### src/rtl/serial_subtractor_pkg.sv
// Shared definitions for the bit-serial subtractor: FSM encoding and default width.
package serial_subtractor_pkg;

    localparam int DEFAULT_WIDTH = 8;

    typedef enum logic [1:0] {
        IDLE  = 2'd0,
        SHIFT = 2'd1,
        DONE  = 2'd2
    } state_t;

endpackage

### src/rtl/serial_subtractor_full_subtractor.sv
// One-bit full subtractor, d = x - y - bin, composed of two half-subtractor stages.
module full_subtractor (
    input  logic x,
    input  logic y,
    input  logic bin,
    output logic d,
    output logic bout
);

    logic d1;
    logic b1;
    logic b2;

    // stage 1: x - y
    assign d1 = x ^ y;
    assign b1 = ~x & y;

    // stage 2: (x - y) - bin
    assign d    = d1 ^ bin;
    assign b2   = ~d1 & bin;
    assign bout = b1 | b2;

endmodule

### src/rtl/serial_subtractor.sv
// Bit-serial a-b, LSB first, one bit per clock; results registered when the last bit completes.
module serial_subtractor
    import serial_subtractor_pkg::*;
#(
    parameter int WIDTH = DEFAULT_WIDTH
) (
    input  logic             clk,
    input  logic             rst_n,
    input  logic             start,
    input  logic [WIDTH-1:0] a,
    input  logic [WIDTH-1:0] b,
    output logic             busy,
    output logic             done,
    output logic [WIDTH-1:0] diff,
    output logic             borrow_out,
    output logic             overflow
);

    localparam int CW = $clog2(WIDTH + 1);

    state_t           state;
    logic [WIDTH-1:0] a_sh;
    logic [WIDTH-1:0] b_sh;
    logic [WIDTH-1:0] res;
    logic             bflop;
    logic [CW-1:0]    cnt;

    logic             d;
    logic             bout;
    logic             last;
    logic [WIDTH:0]   cat;
    logic [WIDTH-1:0] res_nxt;

    full_subtractor u_fs (
        .x    (a_sh[0]),
        .y    (b_sh[0]),
        .bin  (bflop),
        .d    (d),
        .bout (bout)
    );

    assign last    = (cnt == CW'(WIDTH - 1));
    // new bit enters at the MSB end; after WIDTH shifts the LSB has reached bit 0
    assign cat     = {d, res};
    assign res_nxt = cat[WIDTH:1];

    always_ff @(posedge clk or negedge rst_n) begin
        if (!rst_n) begin
            state      <= IDLE;
            a_sh       <= '0;
            b_sh       <= '0;
            res        <= '0;
            bflop      <= 1'b0;
            cnt        <= '0;
            busy       <= 1'b0;
            done       <= 1'b0;
            diff       <= '0;
            borrow_out <= 1'b0;
            overflow   <= 1'b0;
        end else begin
            case (state)
                IDLE, DONE: begin
                    done <= 1'b0;
                    if (start) begin
                        a_sh  <= a;
                        b_sh  <= b;
                        bflop <= 1'b0;
                        cnt   <= '0;
                        busy  <= 1'b1;
                        state <= SHIFT;
                    end else begin
                        state <= IDLE;
                    end
                end
                SHIFT: begin
                    a_sh  <= a_sh >> 1;
                    b_sh  <= b_sh >> 1;
                    res   <= res_nxt;
                    bflop <= bout;
                    cnt   <= cnt + 1'b1;
                    if (last) begin
                        // a_sh[0]/b_sh[0] are the operand sign bits here, d is the result sign
                        state      <= DONE;
                        busy       <= 1'b0;
                        done       <= 1'b1;
                        diff       <= res_nxt;
                        borrow_out <= bout;
                        overflow   <= (a_sh[0] ^ b_sh[0]) & (a_sh[0] ^ d);
                    end
                end
                default: begin
                    state <= IDLE;
                    busy  <= 1'b0;
                    done  <= 1'b0;
                end
            endcase
        end
    end

endmodule

### config.mk
export PLATFORM = sky130hd
export DESIGN_NAME = serial_subtractor
export DESIGN_NICKNAME = d
export VERILOG_FILES = /design/src/rtl/serial_subtractor_pkg.sv /design/src/rtl/serial_subtractor_full_subtractor.sv /design/src/rtl/serial_subtractor.sv
export SDC_FILE = /design/constraint.sdc
export NUM_CORES = 1
export LEC_CHECK = 0
export ABC_CLOCK_PERIOD_IN_PS = 1500
export BUFFER_PORTS_ARGS = -buffer_cell sky130_fd_sc_hd__buf_2
export CORE_MARGIN = 2
export CORE_UTILIZATION = 40
export CTS_CLUSTER_SIZE = 30
export DETAILED_ROUTE_END_ITERATION = 8
export GPL_TIMING_DRIVEN = 0
export HOLD_SLACK_MARGIN = 0.12
export PLACE_DENSITY_LB_ADDON = 0.1
export SLEW_MARGIN = 20
export SYNTH_ARGS = -nofsm -noshare
export SYNTH_HDL_FRONTEND = slang
export SYNTH_HIERARCHICAL = 1
export SYNTH_SLANG_ARGS = --single-unit
### constraint.sdc
create_clock -name clk -period 1.5 [get_ports clk]
set_clock_uncertainty 0.05 [all_clocks]
set_input_delay 0.15 -clock clk [delete_from_list [all_inputs] [get_ports clk]]
set_output_delay 0.15 -clock clk [all_outputs]
set_load 0.01 [all_outputs]
==> load_flow_metrics.sql <==
INSERT INTO impl_metrics (metric_group, metric, value, unit) VALUES
('die', 'core_region_area', '4320', 'µm²'),
('clock_tree', 'h-tree-depth', '2', ''),
('global_routing', 'grt_antenna_before_repair', '0', ''),
('route', 'wirelength', '3.43', 'mm'),
('cells_and_area', 'nNetsFinal', '210', ''),
('yosys', 'synth_area_per_cell', '14.8', 'µm²'),
('yosys', 'ys_top_cells_by_area', 'sky130_fd_sc_hd__dfrtp_1 (57%), sky130_fd_sc_hd__a22o_1 (9.3%), sky130_fd_sc_hd__mux2_4 (7.6%)', ''),
('run_status', 'violations', 'setup timing', ''),
('global_routing', 'wire_length_of_the_first_global_routing_pass', '5.96', 'mm'),
('yosys', 'synth.largest_area_cell', 'sky130_fd_sc_hd__dfrtp_1', ''),
('yosys', 'asyncSetResetFlopFracSynth', '100', '%'),
('critical_path', 'path_max_fanout', '5', ''),
('timing', 'fin_worst_hold_slack', '0.136', 'ns'),
('cells_and_area', 'layout-drive-gt1-share', '41.8', '%'),
('yosys', 'synth_cells', '121', ''),
('route', 'drt_first_pass_iters', '3', ''),
('clock_tree', 'clockRootBuffer', 'sky130_fd_sc_hd__clkbuf_8', ''),
('yosys', 'synth_sequential_area_ratio', '57.4', '%'),
('clock_tree', 'clock_network_latency_to_the_later_pin_of_the_worst_skew_pair', '0.29', 'ns'),
('die', 'floorplan.initialDensity', '41.3', '%'),
('timing', 'setup_total_neg_slack', '-1.13', 'ns'),
('timing', 'setup_ws_final', '-0.128', 'ns'),
('global_routing', 'grt_start_max_net_pins', '42', ''),
('clock_tree', 'path_clk_slew', '0.07', 'ns'),
('clock_tree', 'cts_tree', 'yes', ''),
('place', 'port_buffers', '30', ''),
('timing', 'report.final.hold_viol_count', '0', ''),
('cells_and_area', 'number_of_fill_cells_in_the_layout', '386', ''),
('power_and_ir_drop', 'overall_power', '0.00505', 'W'),
('run_status', 'status', 'finished, violations left', ''),
('timing', 'finalSetupViolCount', '10', ''),
('route', 'drt_drc_violations_left', '0', ''),
('die', 'die-area', '5020', 'µm²'),
('die', 'ios', '31', ''),
('route', 'via_count', '1221', ''),
('cells_and_area', 'layout.area.seq', '1030', 'µm²'),
('route', 'route.detailed.vias_per_inst', '5.07', ''),
('cells_and_area', 'multiInputGateArea', '709', 'µm²'),
('yosys', 'post-synth-top-area-fraction', '57.4', '%'),
('cells_and_area', 'area_growth_syn_to_layout', '34.4', '%'),
('critical_path', 'worst_path_max_delay_cell', 'sky130_fd_sc_hd__dfrtp_1', ''),
('timing', 'clock.fmax', '0.614', 'GHz'),
('power_and_ir_drop', 'p_per_area', '2100', 'nW/µm²'),
('die', 'core.rowCount', '24', ''),
('min_path', 'worst_hold_path_type', 'primary input to flip-flop', ''),
('yosys', 'number_of_enable_flip_flop_cells_after_synthesis', '0', ''),
('cells_and_area', 'n_antenna_cell', '0', ''),
('critical_path', 'cp.required', '1.62', 'ns'),
('timing', 'final_critical_path_time_including_i_o_delays_and_setup', '1.63', 'ns'),
('timing', 'worst_slew_pin_slew', '0.902', 'ns'),
('cells_and_area', 'final_core_utilization', '55.5', '%'),
('power_and_ir_drop', 'leakage_power_of_the_design', '1.25', 'nW'),
('clock_tree', 'cts-root-to-sink-buffers', '2', ''),
('yosys', 'postSynth.topFlopCell', 'sky130_fd_sc_hd__dfrtp_1', ''),
('yosys', 'post_synth_num_cell_types', '24', ''),
('critical_path', 'crit_path_start_kind', 'flip-flop', ''),
('place', 'place_congestion', '0.676', ''),
('global_routing', 'grt.overflow.total', '0', ''),
('global_routing', 'first_global_vias', '1220', ''),
('clock_tree', 'cts_num_sinks', '41', ''),
('run', 'max_cap_viol_count', '0', ''),
('route', 'detailedRoute.firstIterationViolations', '48', ''),
('global_routing', 'grt_use_total', '15.2', '%'),
('critical_path', 'timing_worst_setup_path_type', 'flip-flop to flip-flop', ''),
('power_and_ir_drop', 'peakVddDrop', '751', 'µV'),
('clock_tree', 'tritoncts.num_buffers', '5', ''),
('timing', 'maxSlewViolCount', '0', ''),
('die', 'die_w', '70.8', 'µm'),
('yosys', 'yosys_warnings', '6', ''),
('yosys', 'syn-num-nets', '142', ''),
('yosys', 'post_synth_instance_area', '1790', 'µm²'),
('critical_path', 'timing.critical_path.arrival', '1.75', 'ns'),
('yosys', 'register_bit_total_from_synthesis', '41', ''),
('critical_path', 'worstSetupEndpointType', 'flip-flop', ''),
('route', 'drt_wl_cell', '14.2', 'µm'),
('route', 'route.antenna.remaining_nets', '0', ''),
('timing', 'relSlewSlack', '39.9', '%'),
('die', 'die_y', '70.8', 'µm'),
('critical_path', 'crit_path_cell_trace', 'ha_2, nand3b_1, nor3b_4, buf_6, mux2_4', ''),
('timing', 'period_utilization', '109', '%'),
('critical_path', 'critical_path.max_stage_delay', '0.36', 'ns'),
('timing', 'rsz0062_at_grt', 'true', '');
==> final timing paths <==
check,startpoint,end,slack (ns),depth (start not counted)
min reg2reg,cnt[3],cnt[3],0.42,1
max,cnt[0],diff[2],-0.13,5
max in group asynchronous,rst_n,a_sh[0],0.30,2
min in group asynchronous,rst_n,diff[4],0.47,2
min,b[5],b_sh[5],0.14,3
max reg2reg,cnt[0],diff[2],-0.13,5
==> area by class of cell <==
class,count,area share [%]
plain buffers,6,2.55
clock buffers,7,3.60
inverters,3,0.469
multi-input cells,70,29.5
flip-flops and latches,41,42.8
well taps,52,2.71
repair buffers,62,18.3
==> timing repair <==
item | in CTS | in global routing
buffers inserted | 6 | 8
endpoints found under the setup margin | 10 | 13
pin swaps | 2 | 3
endpoints found under the hold margin | 57 | 0
hold buffers | 17 | 0
resized for setup | 3 | 9
gates cloned | 1 | 0
==> report_power, final <==
| group | switching, W | internal (W) |
|---|---|---|
| clock network | 0.000353 | 0.000365 |
| registers | 0.000318 | 0.00163 |
| logic | 0.000933 | 0.00146 |
| total | 0.00160 | 0.00345 |
==> flip-flops by register name (all words and copies together) (netlist names) <==
signal and flops:
a_sh 8, b_sh 8, bflop 1, borrow_out 1, busy 1, cnt 4
diff 8, overflow 1, res 7, state 2
==> stage by stage <==
stage | instances | worst slack [ns] | area (µm²)
2_1_floorplan | 121 | -0.0462 | 1790
3_3_place_gp | 203 | -0.205 | 2000
3_5_place_dp | 203 | -0.215 | 2000
4_1_cts | 234 | -0.163 | 2320
5_1_grt | 241 | -0.200 | 2400
6_report | 241 | -0.128 | 2400
==> cells in the final DEF, fill, tap and decap left out <==
cell,count
sky130_fd_sc_hd__nand3b_1,3
sky130_fd_sc_hd__and2b_1,1
sky130_fd_sc_hd__nor3b_4,1
sky130_fd_sc_hd__nor2b_4,1
sky130_fd_sc_hd__a22o_1,19
sky130_fd_sc_hd__fa_2,1
sky130_fd_sc_hd__nand2b_4,1
sky130_fd_sc_hd__clkbuf_1,1
sky130_fd_sc_hd__mux2i_1,2
sky130_fd_sc_hd__nor2b_2,1
sky130_fd_sc_hd__a21o_1,15
sky130_fd_sc_hd__dlygate4sd3_1,17
sky130_fd_sc_hd__buf_8,1
sky130_fd_sc_hd__mux2_4,11
sky130_fd_sc_hd__o21ai_1,1
sky130_fd_sc_hd__mux2_1,6
sky130_fd_sc_hd__mux2_2,1
sky130_fd_sc_hd__dfrtp_1,40
sky130_fd_sc_hd__nor2_1,1
sky130_fd_sc_hd__ha_2,1
sky130_fd_sc_hd__nand2b_1,1
sky130_fd_sc_hd__nor2_4,1
sky130_fd_sc_hd__dfrtp_2,1
sky130_fd_sc_hd__o21ai_0,1
sky130_fd_sc_hd__inv_1,2
sky130_fd_sc_hd__clkbuf_8,6
sky130_fd_sc_hd__inv_2,1
sky130_fd_sc_hd__buf_6,5
sky130_fd_sc_hd__nand4_2,1
sky130_fd_sc_hd__buf_4,14
sky130_fd_sc_hd__buf_2,31
==> kinds of logic (layout without fill, tap and decap cells) <==
group                    count (synthesis)  count (layout)  share of synthesized area, %
buffers and inverters                   10              78                          4.34
AO/OA/AOI/OAI                           36              36                          16.2
AND/OR/NAND/NOR                         12              12                          5.88
flip-flops                              41              41                          57.4
adder cells (fa/ha/maj)                  2               2                          1.82
multiplexers                            20              20                          14.4
==> layer usage <==
layer | wire length, µm | GRT usage, %
met5 | 0 | 0
met2 | 1580 | 22.9
met4 | 70 | 6.29
met1 | 1630 | 20.8
met3 | 154 | 4.42
==> critical path: cells and delay by family (launching register included) <==
kind | cells | cell delay, ns
simple gates | 2 | 0.43
flops | 1 | 0.36
mux | 1 | 0.30
fa+ha+maj | 1 | 0.19
buf+inv | 1 | 0.18
==> synth_stat cells (2+ instances only) <==
cell type                  count
sky130_fd_sc_hd__nand3b_1      3
sky130_fd_sc_hd__inv_1         3
sky130_fd_sc_hd__dfrtp_1      41
sky130_fd_sc_hd__a22o_1       19
sky130_fd_sc_hd__a21o_1       15
sky130_fd_sc_hd__buf_2         2
sky130_fd_sc_hd__mux2_4        9
sky130_fd_sc_hd__nand2b_1      2
sky130_fd_sc_hd__o21ai_0       2
sky130_fd_sc_hd__buf_6         3
sky130_fd_sc_hd__mux2_1        7
sky130_fd_sc_hd__mux2_2        2
sky130_fd_sc_hd__mux2i_1       2
Note: power is estimated with default switching activity, not from simulation.
